### config.mk
export PLATFORM = sky130hd
export DESIGN_NAME = mul_hilo_sequencer_flat
export DESIGN_NICKNAME = d
export VERILOG_FILES = /design/src/rtl/mul_hilo_sequencer_pkg.sv /design/src/rtl/mul_hilo_sequencer_if.sv /design/src/rtl/mul_sign_conv.sv /design/src/rtl/mul_hilo_sequencer.sv /design/src/flat_wrapper.sv
export SDC_FILE = /design/constraint.sdc
export NUM_CORES = 1
export LEC_CHECK = 0
export CELL_PAD_IN_SITES_DETAIL_PLACEMENT = 0
export CELL_PAD_IN_SITES_GLOBAL_PLACEMENT = 1
export CORE_MARGIN = 8
export CORE_UTILIZATION = 32
export CTS_CLUSTER_DIAMETER = 30
export DETAILED_ROUTE_END_ITERATION = 10
export GPL_TIMING_DRIVEN = 0
export PLACE_DENSITY = 0.85
export REMOVE_ABC_BUFFERS = 1
export SLEW_MARGIN = 30
export SYNTH_ARGS = -nofsm -noshare
export SYNTH_HDL_FRONTEND = slang
export SYNTH_SLANG_ARGS = --single-unit
### constraint.sdc
create_clock -name clk -period 8.7 [get_ports clk]
set_clock_uncertainty 0.15 [all_clocks]
set_input_delay 1.74 -clock clk [delete_from_list [all_inputs] [get_ports clk]]
set_output_delay 1.74 -clock clk [all_outputs]
set_load 0.05 [all_outputs]
### src/rtl/mul_hilo_sequencer_pkg.sv
// Shared definitions for the HI/LO multiply sequencer: default sizes and FSM state encoding.
package mul_hilo_sequencer_pkg;

  localparam int unsigned WidthDef   = 32;
  // Must exceed the multiplier worst case of WIDTH+2 cycles.
  localparam int unsigned TimeoutDef = 40;

  typedef enum logic [2:0] {
    StIdle  = 3'd0,
    StIssue = 3'd1,
    StWait  = 3'd2,
    StFixup = 3'd3,
    StWrite = 3'd4
  } state_e;

endpackage

### src/rtl/mul_hilo_sequencer_if.sv
// Bundle of pipeline-side and multiplier-side signals around the HI/LO sequencer.
interface mul_hilo_sequencer_if
  import mul_hilo_sequencer_pkg::*;
#(
  parameter int unsigned WIDTH = WidthDef
);

  logic               mul_req;
  logic               mul_signed;
  logic [WIDTH-1:0]   rs_val;
  logic [WIDTH-1:0]   rt_val;
  logic               mthi_we;
  logic               mtlo_we;
  logic [WIDTH-1:0]   wdata;
  logic               mul_done;
  logic [2*WIDTH-1:0] mul_product;
  logic               mul_go;
  logic [WIDTH-1:0]   mcand_out;
  logic [WIDTH-1:0]   mplier_out;
  logic               stall;
  logic [WIDTH-1:0]   hi;
  logic [WIDTH-1:0]   lo;
  logic               mul_err;

  // Sequencer view.
  modport slave (
    input  mul_req, mul_signed, rs_val, rt_val, mthi_we, mtlo_we, wdata, mul_done, mul_product,
    output mul_go, mcand_out, mplier_out, stall, hi, lo, mul_err
  );

  // Pipeline plus multiplier view.
  modport master (
    output mul_req, mul_signed, rs_val, rt_val, mthi_we, mtlo_we, wdata, mul_done, mul_product,
    input  mul_go, mcand_out, mplier_out, stall, hi, lo, mul_err
  );

endinterface

### src/rtl/mul_sign_conv.sv
// Conditional two's-complement negate: y = neg ? -a : a, at any width.
module mul_sign_conv #(
  parameter int unsigned W = 32
) (
  input  logic         neg,
  input  logic [W-1:0] a,
  output logic [W-1:0] y
);

  assign y = neg ? (~a + W'(1)) : a;

endmodule

### src/rtl/mul_hilo_sequencer.sv
// Issue/writeback sequencer for the shift-add multiplier: operand magnitudes, go/done handshake,
// product sign fix-up, HI/LO commit, MTHI/MTLO service and timeout abort.
module mul_hilo_sequencer
  import mul_hilo_sequencer_pkg::*;
#(
  parameter int unsigned WIDTH   = WidthDef,
  parameter int unsigned TIMEOUT = TimeoutDef
) (
  input logic                  clk,
  input logic                  rst,
  mul_hilo_sequencer_if.slave  bus
);

  localparam int unsigned CntW = $clog2(TIMEOUT + 1);

  state_e             state_q;
  logic               neg_q;
  logic               go_q;
  logic               err_q;
  logic [CntW-1:0]    cnt_q;
  logic [WIDTH-1:0]   mcand_q;
  logic [WIDTH-1:0]   mplier_q;
  logic [WIDTH-1:0]   hi_q;
  logic [WIDTH-1:0]   lo_q;
  logic [2*WIDTH-1:0] prod_q;

  logic [WIDTH-1:0]   rs_mag;
  logic [WIDTH-1:0]   rt_mag;
  logic [2*WIDTH-1:0] prod_fix;

  mul_sign_conv #(.W(WIDTH)) u_rs_conv (
    .neg (bus.mul_signed & bus.rs_val[WIDTH-1]),
    .a   (bus.rs_val),
    .y   (rs_mag)
  );

  mul_sign_conv #(.W(WIDTH)) u_rt_conv (
    .neg (bus.mul_signed & bus.rt_val[WIDTH-1]),
    .a   (bus.rt_val),
    .y   (rt_mag)
  );

  mul_sign_conv #(.W(2 * WIDTH)) u_prod_conv (
    .neg (neg_q),
    .a   (prod_q),
    .y   (prod_fix)
  );

  always_ff @(posedge clk or posedge rst) begin
    if (rst) begin
      state_q  <= StIdle;
      neg_q    <= 1'b0;
      go_q     <= 1'b0;
      err_q    <= 1'b0;
      cnt_q    <= '0;
      mcand_q  <= '0;
      mplier_q <= '0;
      hi_q     <= '0;
      lo_q     <= '0;
      prod_q   <= '0;
    end else begin
      case (state_q)
        StIdle: begin
          // Moves land here even alongside a request; the multiply overwrites them later.
          if (bus.mthi_we) hi_q <= bus.wdata;
          if (bus.mtlo_we) lo_q <= bus.wdata;
          if (bus.mul_req) begin
            mcand_q  <= rs_mag;
            mplier_q <= rt_mag;
            neg_q    <= bus.mul_signed & (bus.rs_val[WIDTH-1] ^ bus.rt_val[WIDTH-1]);
            err_q    <= 1'b0;
            go_q     <= 1'b1;
            state_q  <= StIssue;
          end
        end
        StIssue: begin
          go_q    <= 1'b0;
          cnt_q   <= '0;
          state_q <= StWait;
        end
        StWait: begin
          if (bus.mul_done) begin
            prod_q  <= bus.mul_product;
            state_q <= StFixup;
          end else if (cnt_q == CntW'(TIMEOUT)) begin
            err_q   <= 1'b1;
            state_q <= StIdle;
          end else begin
            cnt_q <= cnt_q + CntW'(1);
          end
        end
        StFixup: begin
          prod_q  <= prod_fix;
          state_q <= StWrite;
        end
        StWrite: begin
          hi_q    <= prod_q[2*WIDTH-1:WIDTH];
          lo_q    <= prod_q[WIDTH-1:0];
          state_q <= StIdle;
        end
        default: state_q <= StIdle;
      endcase
    end
  end

  assign bus.mul_go     = go_q;
  assign bus.mcand_out  = mcand_q;
  assign bus.mplier_out = mplier_q;
  assign bus.hi         = hi_q;
  assign bus.lo         = lo_q;
  assign bus.mul_err    = err_q;
  assign bus.stall      = (state_q != StIdle) | bus.mul_req;

endmodule

### src/flat_wrapper.sv
// flat-port wrapper written by rule: the top's interface ports become plain ports
module mul_hilo_sequencer_flat import mul_hilo_sequencer_pkg::*;
#(
  parameter int unsigned WIDTH   = WidthDef,
  parameter int unsigned TIMEOUT = TimeoutDef
)
  (clk, rst, bus_mul_req, bus_mul_signed, bus_rs_val, bus_rt_val, bus_mthi_we, bus_mtlo_we, bus_wdata, bus_mul_done, bus_mul_product, bus_mul_go, bus_mcand_out, bus_mplier_out, bus_stall, bus_hi, bus_lo, bus_mul_err);
  mul_hilo_sequencer_if #(.WIDTH(WIDTH)) bus_i ();
  input logic clk;
  input logic rst;
  input wire logic [$bits(bus_i.mul_req)-1:0] bus_mul_req;
  input wire logic [$bits(bus_i.mul_signed)-1:0] bus_mul_signed;
  input wire logic [$bits(bus_i.rs_val)-1:0] bus_rs_val;
  input wire logic [$bits(bus_i.rt_val)-1:0] bus_rt_val;
  input wire logic [$bits(bus_i.mthi_we)-1:0] bus_mthi_we;
  input wire logic [$bits(bus_i.mtlo_we)-1:0] bus_mtlo_we;
  input wire logic [$bits(bus_i.wdata)-1:0] bus_wdata;
  input wire logic [$bits(bus_i.mul_done)-1:0] bus_mul_done;
  input wire logic [$bits(bus_i.mul_product)-1:0] bus_mul_product;
  output wire logic [$bits(bus_i.mul_go)-1:0] bus_mul_go;
  output wire logic [$bits(bus_i.mcand_out)-1:0] bus_mcand_out;
  output wire logic [$bits(bus_i.mplier_out)-1:0] bus_mplier_out;
  output wire logic [$bits(bus_i.stall)-1:0] bus_stall;
  output wire logic [$bits(bus_i.hi)-1:0] bus_hi;
  output wire logic [$bits(bus_i.lo)-1:0] bus_lo;
  output wire logic [$bits(bus_i.mul_err)-1:0] bus_mul_err;
  assign bus_i.mul_req = bus_mul_req;
  assign bus_i.mul_signed = bus_mul_signed;
  assign bus_i.rs_val = bus_rs_val;
  assign bus_i.rt_val = bus_rt_val;
  assign bus_i.mthi_we = bus_mthi_we;
  assign bus_i.mtlo_we = bus_mtlo_we;
  assign bus_i.wdata = bus_wdata;
  assign bus_i.mul_done = bus_mul_done;
  assign bus_i.mul_product = bus_mul_product;
  assign bus_mul_go = bus_i.mul_go;
  assign bus_mcand_out = bus_i.mcand_out;
  assign bus_mplier_out = bus_i.mplier_out;
  assign bus_stall = bus_i.stall;
  assign bus_hi = bus_i.hi;
  assign bus_lo = bus_i.lo;
  assign bus_mul_err = bus_i.mul_err;
  mul_hilo_sequencer #(.WIDTH(WIDTH), .TIMEOUT(TIMEOUT)) u_core (.clk(clk), .rst(rst), .bus(bus_i));
endmodule
# Word-level counts from Yosys, hierarchy flattened
# Cells that the tools add are included.
# classes
addsub	4
bitwise	8
n_eq_ne	14
mux	22
n_reduce_logical	15
# op_table
cell	count
32-bit two-way mux	4
64-bit two-way mux	2
32-bit one-hot mux with 2 select lines	2
64-bit one-hot mux with 2 select lines	1
32-bit by 1-bit adder with 32-bit output (second input constant)	2
64-bit by 1-bit adder with 64-bit output (second input constant)	1
32-bit inverter	2
64-bit inverter	1
6-bit two-way mux	2
2-bit inequality test (second input constant)	6
3-bit one-hot mux with 4 select lines	1
6-bit one-hot mux with 2 select lines	1
2-bit AND reduction	5
2-bit nonzero test	5
3-bit two-way mux	3
6-bit by 1-bit adder with 6-bit output (second input constant)	1
3-bit by 2-bit equality test with 1-bit output (second input constant)	2
6-bit equality test (second input constant)	1
3-bit AND reduction	2
1-bit two-way mux	4
2-bit by 1-bit inequality test with 1-bit output (second input constant)	2
1-bit one-hot mux with 2 select lines	2
4-bit AND reduction	1
1-bit AND	3
7 further kinds	7
# word_totals
register_bits	204
out_inout_bits	131
input_bits	167
wordCells	73

# Longest topological paths before layout
# logic_depth
word_depth	4
mapped_depth	10
depth_no_buf	8

# Modules after synthesis
# Synthesis repeated with hierarchy kept, for this count alone.
# unflattened
hier_cells	1306
hier_area_um2	12248.0
# modules_own_cells
module	cells_each	instances	area_each_um2
mul_hilo_sequencer	902	1	9044.9
mul_sign_conv (u_core.u_prod_conv)	206	1	1649.1
mul_sign_conv (u_core.u_rs_conv ...)	99	2	777.0

# Least setup slack after synthesis
# Ideal clock, no wire load.
# synth_path
kind	input-to-output
from	input bus_mul_req
to	output bus_stall
setup_slack_ps	4667
t_required_ps	6810
arrival_ps	2143
path_buffers	0
path_stages	1
cell_sequence	nand2b_1
# synth_between
elab_chain_cells	1
# synth_rtl
element	line_no	source
start: declaration	flat_wrapper.sv:11	input wire logic [$bits(bus_i.mul_req)-1:0] bus_mul_req;
1-bit bitwise OR	mul_hilo_sequencer.sv:112	assign bus.stall = (state_q != StIdle) | bus.mul_req;
end: declaration	flat_wrapper.sv:23	output wire logic [$bits(bus_i.stall)-1:0] bus_stall;
# Every way passes these cells.

# Final worst setup path
# Same ends and word-level chain as after synthesis.

==> results.cfg <==
[power]
ir_drop_uv = 276
switching_share_pct = 43.1
p_int_w = 0.00407
p_comb_share_pct = 41.9
p_sw_w = 0.00308
leakage_nw = 6.76
cellPowerDensity_nw_per_um2 = 423
seq_power_share_pct = 26.1
clkPwrFrac_pct = 32.0

[sta]
setup_viol = 0
fmax_mhz = 190
finalSetupTns_ns = 0
fin_ws_ns = 3.45
final_max_slew_viol_count = 0
post-route-period-util_pct = 60.4
finalHoldViolCount = 0
worstMarginPinSlew_ns = 1.01
final.min_clock_period_ns = 5.25
rsz0062_at_grt = no
slew_headroom_pct = 32.1
hold_ws_ns = 0.322

[global_routing]
grt_start_max_net_pins = 87
antenna_found_initial = 4
gr-total-overflow = 0
gr-usage-all-layers_pct = 19.8
grt_pass1_wl_mm = 65.0
grt_pass1_vias = 11200

[worst_setup_path]
cp_data_arrival_time_ns = 3.36
r2r_start = u_core.prod_q[5]
r2r_cells = 6
critPathRequiredTime_ns = 6.81
cp_cell_sequence = clkdlybuf4s50_1 > nand2b_1 > clkdlybuf4s50_1
slowest_delay_ns = 0.85
startpoint = bus_mul_req
path_class = in -> out
worstSetupEndpointType = primary output
slowest_stage = clkdlybuf4s50_1
crit_cells = 3
crit_family = buffers and inverters
path_max_fanout = 5
r2r_end = u_core.prod_q[23]
regToRegSetupSlack_ns = 5.28
critPathBufInv = 2
crit_top_cell = clkdlybuf4s50_1
critPathLaunchType = primary input

[synth]
syn_inst = 1336
ys_seq_area_share_pct = 45.6
synth-edff-count = 0
synth-seq-cells = 204
synth.avg_cell_area_um2 = 8.39
yosys-top-cells-area = dfrtp_1 46%, o21ai_0 7.4%, a21oi_1 7.0%
yosys_warnings = 0
netlist_area_um2 = 11200
yosysTopAreaCell = dfrtp_1
synth_flop_cell = dfrtp_1
synth_top_area_share_pct = 45.6
async_reset_ff_share_pct = 100
synth_cell_types = 65

[cells_and_area]
fin_nets = 1789
multi_input_area_um2 = 5750
layout_common_cells = 297 x clkdlybuf4s50_1, 206 x nand2_1, 204 x dfrtp_1
final_common_cell = clkdlybuf4s50_1
drive_gt1_share_pct = 8.65
syn2layout_area_growth_pct = 50.9
nFillCells = 3285
regArea_um2 = 5100

[placed_design]
gp_congestion = 0.867
hpwl_mm = 30.5
port_buffers = 297
dp_slack_ns = 3.42

[detailed_routing]
drc = 0
drt_iter0_markers = 542
vias = 11100
drt_first_pass_iters = 5
drt-wirelength-per-cell_um = 19.6
wl_mm = 41.6
avgViaCountPerCell = 5.22
ant_nets = 0

[floorplan]
die_area_um2 = 41300
dieWidth_um = 203
core_um2 = 34500
die_h_um = 203
placementRows = 68
start_util_pct = 32.4
io_pins = 298

[clocking]
clock_sinks = 204
htree_levels = 2
cts-root-buf = clkbuf_16
clk_latency_ns = 0.58
cts_tree = done
clockBufferDepth = 3
postCtsHoldBufs = 0
path_clk_slew_ns = 0.04
post_cts_buffers = 0
cts-resized-gates = 0
cts_buffers = 58

[job]
maxCapViolCount = 0

[outcome]
status = complete, no violations

[hold_path]
hp-class = reg -> reg
hold-path-endpoint = u_core.bus.mcand_out[11]
hp-start = u_core.bus.mcand_out[11]
hold_depth = 2
[cell type report]
| cell class | instances | area share, % |
|---|---|---|
| Clock inverter | 32 | 2.97 |
| Timing Repair Buffer | 310 | 19.5 |
| Sequential cell | 204 | 30.2 |
| Tap cell | 455 | 3.37 |
| Inverter | 18 | 0.474 |
| Antenna cell | 1 | 0.0148 |
| Multi-Input combinational cell | 1025 | 34.0 |
| Clock buffer | 75 | 9.49 |
[worst max path at each step]
stage	end	slack [ns]
global route	bus_stall	3.36
detailed placement	bus_stall	3.42
floorplan	u_core.bus.hi[0]	1.24
finish	bus_stall	3.45
global placement	u_core.bus.lo[1]	-2.06
CTS	bus_stall	3.41
[stage by stage]
stage,area [um^2],utilization [%],instances,total power (W)
after CTS,16900,48.9,2119,0.00722
after global placement,14400,41.7,1999,0.00477
final,16900,48.9,2120,0.00715
after floorplan,10900,-,1247,0.00365
after detailed placement,14800,42.8,2012,0.00488
after global routing,16900,48.9,2119,0.00756
[worst min-delay path, cell delays in order, from the launching register on]
cell	delay, ns
dfrtp_1	0.33
nand2_1	0.04
o21ai_0	0.06
[flip-flops by register name, summed over array words and instances, names as in the netlist, 3 cells and up]
| register | count |
|---|---|
| u_core.bus.hi | 32 |
| u_core.cnt_q | 6 |
| u_core.bus.lo | 32 |
| u_core.state_q | 3 |
| u_core.bus.mcand_out | 32 |
| u_core.bus.mplier_out | 32 |
| u_core.prod_q | 64 |
[layer usage]
metal / global-route usage, % / vias up / wire [um] / share of wire [%]
met3: 10.3 / 70 / 4890 / 12
li1: - / 5369 / - / -
met4: 5.02 / 6 / 840 / 2.0
met1: 23.6 / 5227 / 17200 / 41
met5: 0 / - / 41 / 0.099
met2: 31.2 / 395 / 18600 / 45
[cells by family (layout without fill, tap and decap cells)]
kind of cell,count (synthesis),in the layout,synth area share [%]
simple gates,511,511,22.5
compound gates,442,442,22.4
flops,204,204,45.6
buf+inv,107,435,3.66
xor+xnor,62,62,4.85
fa+ha+maj,5,5,0.558
mux,5,5,0.458
other cells,0,1,0
[power groups by stage]
stage	clock, W	combinational, W	sequential, W
after global routing	0.00238	0.00324	0.00194
after floorplan	0	0.000921	0.00273
after detailed placement	0	0.00301	0.00187
after global placement	0	0.00291	0.00185
final	0.00229	0.00300	0.00186
after CTS	0.00232	0.00303	0.00187
[synthesized netlist by cell type (3+ instances only)]
library cell and n:
ha_1 5, o41ai_1 6, and3_1 6, buf_2 7
a311oi_1 4, o21ai_0 165, xor2_1 36, nor2b_1 36
or4_1 16, o311ai_0 6, nor3b_1 4, inv_1 18
or4_4 3, nand2b_1 3, dfrtp_1 204, clkbuf_1 70
a31oi_1 19, o211ai_1 5, nand4b_1 3, a21oi_1 156
nor3_1 37, o22a_1 7, o31ai_1 10, o21ai_1 5
o22ai_1 28, buf_1 12, nand4_1 6, a22oi_1 5
a2bb2oi_1 10, nor2_1 100, nor4_1 23, or2_2 4
and2_1 8, and4_1 3, xnor2_1 26, mux2i_1 4
or3_1 14, nand3_1 19, nand2_1 207, nor4_2 4
Power figures use the tool's default switching activity.
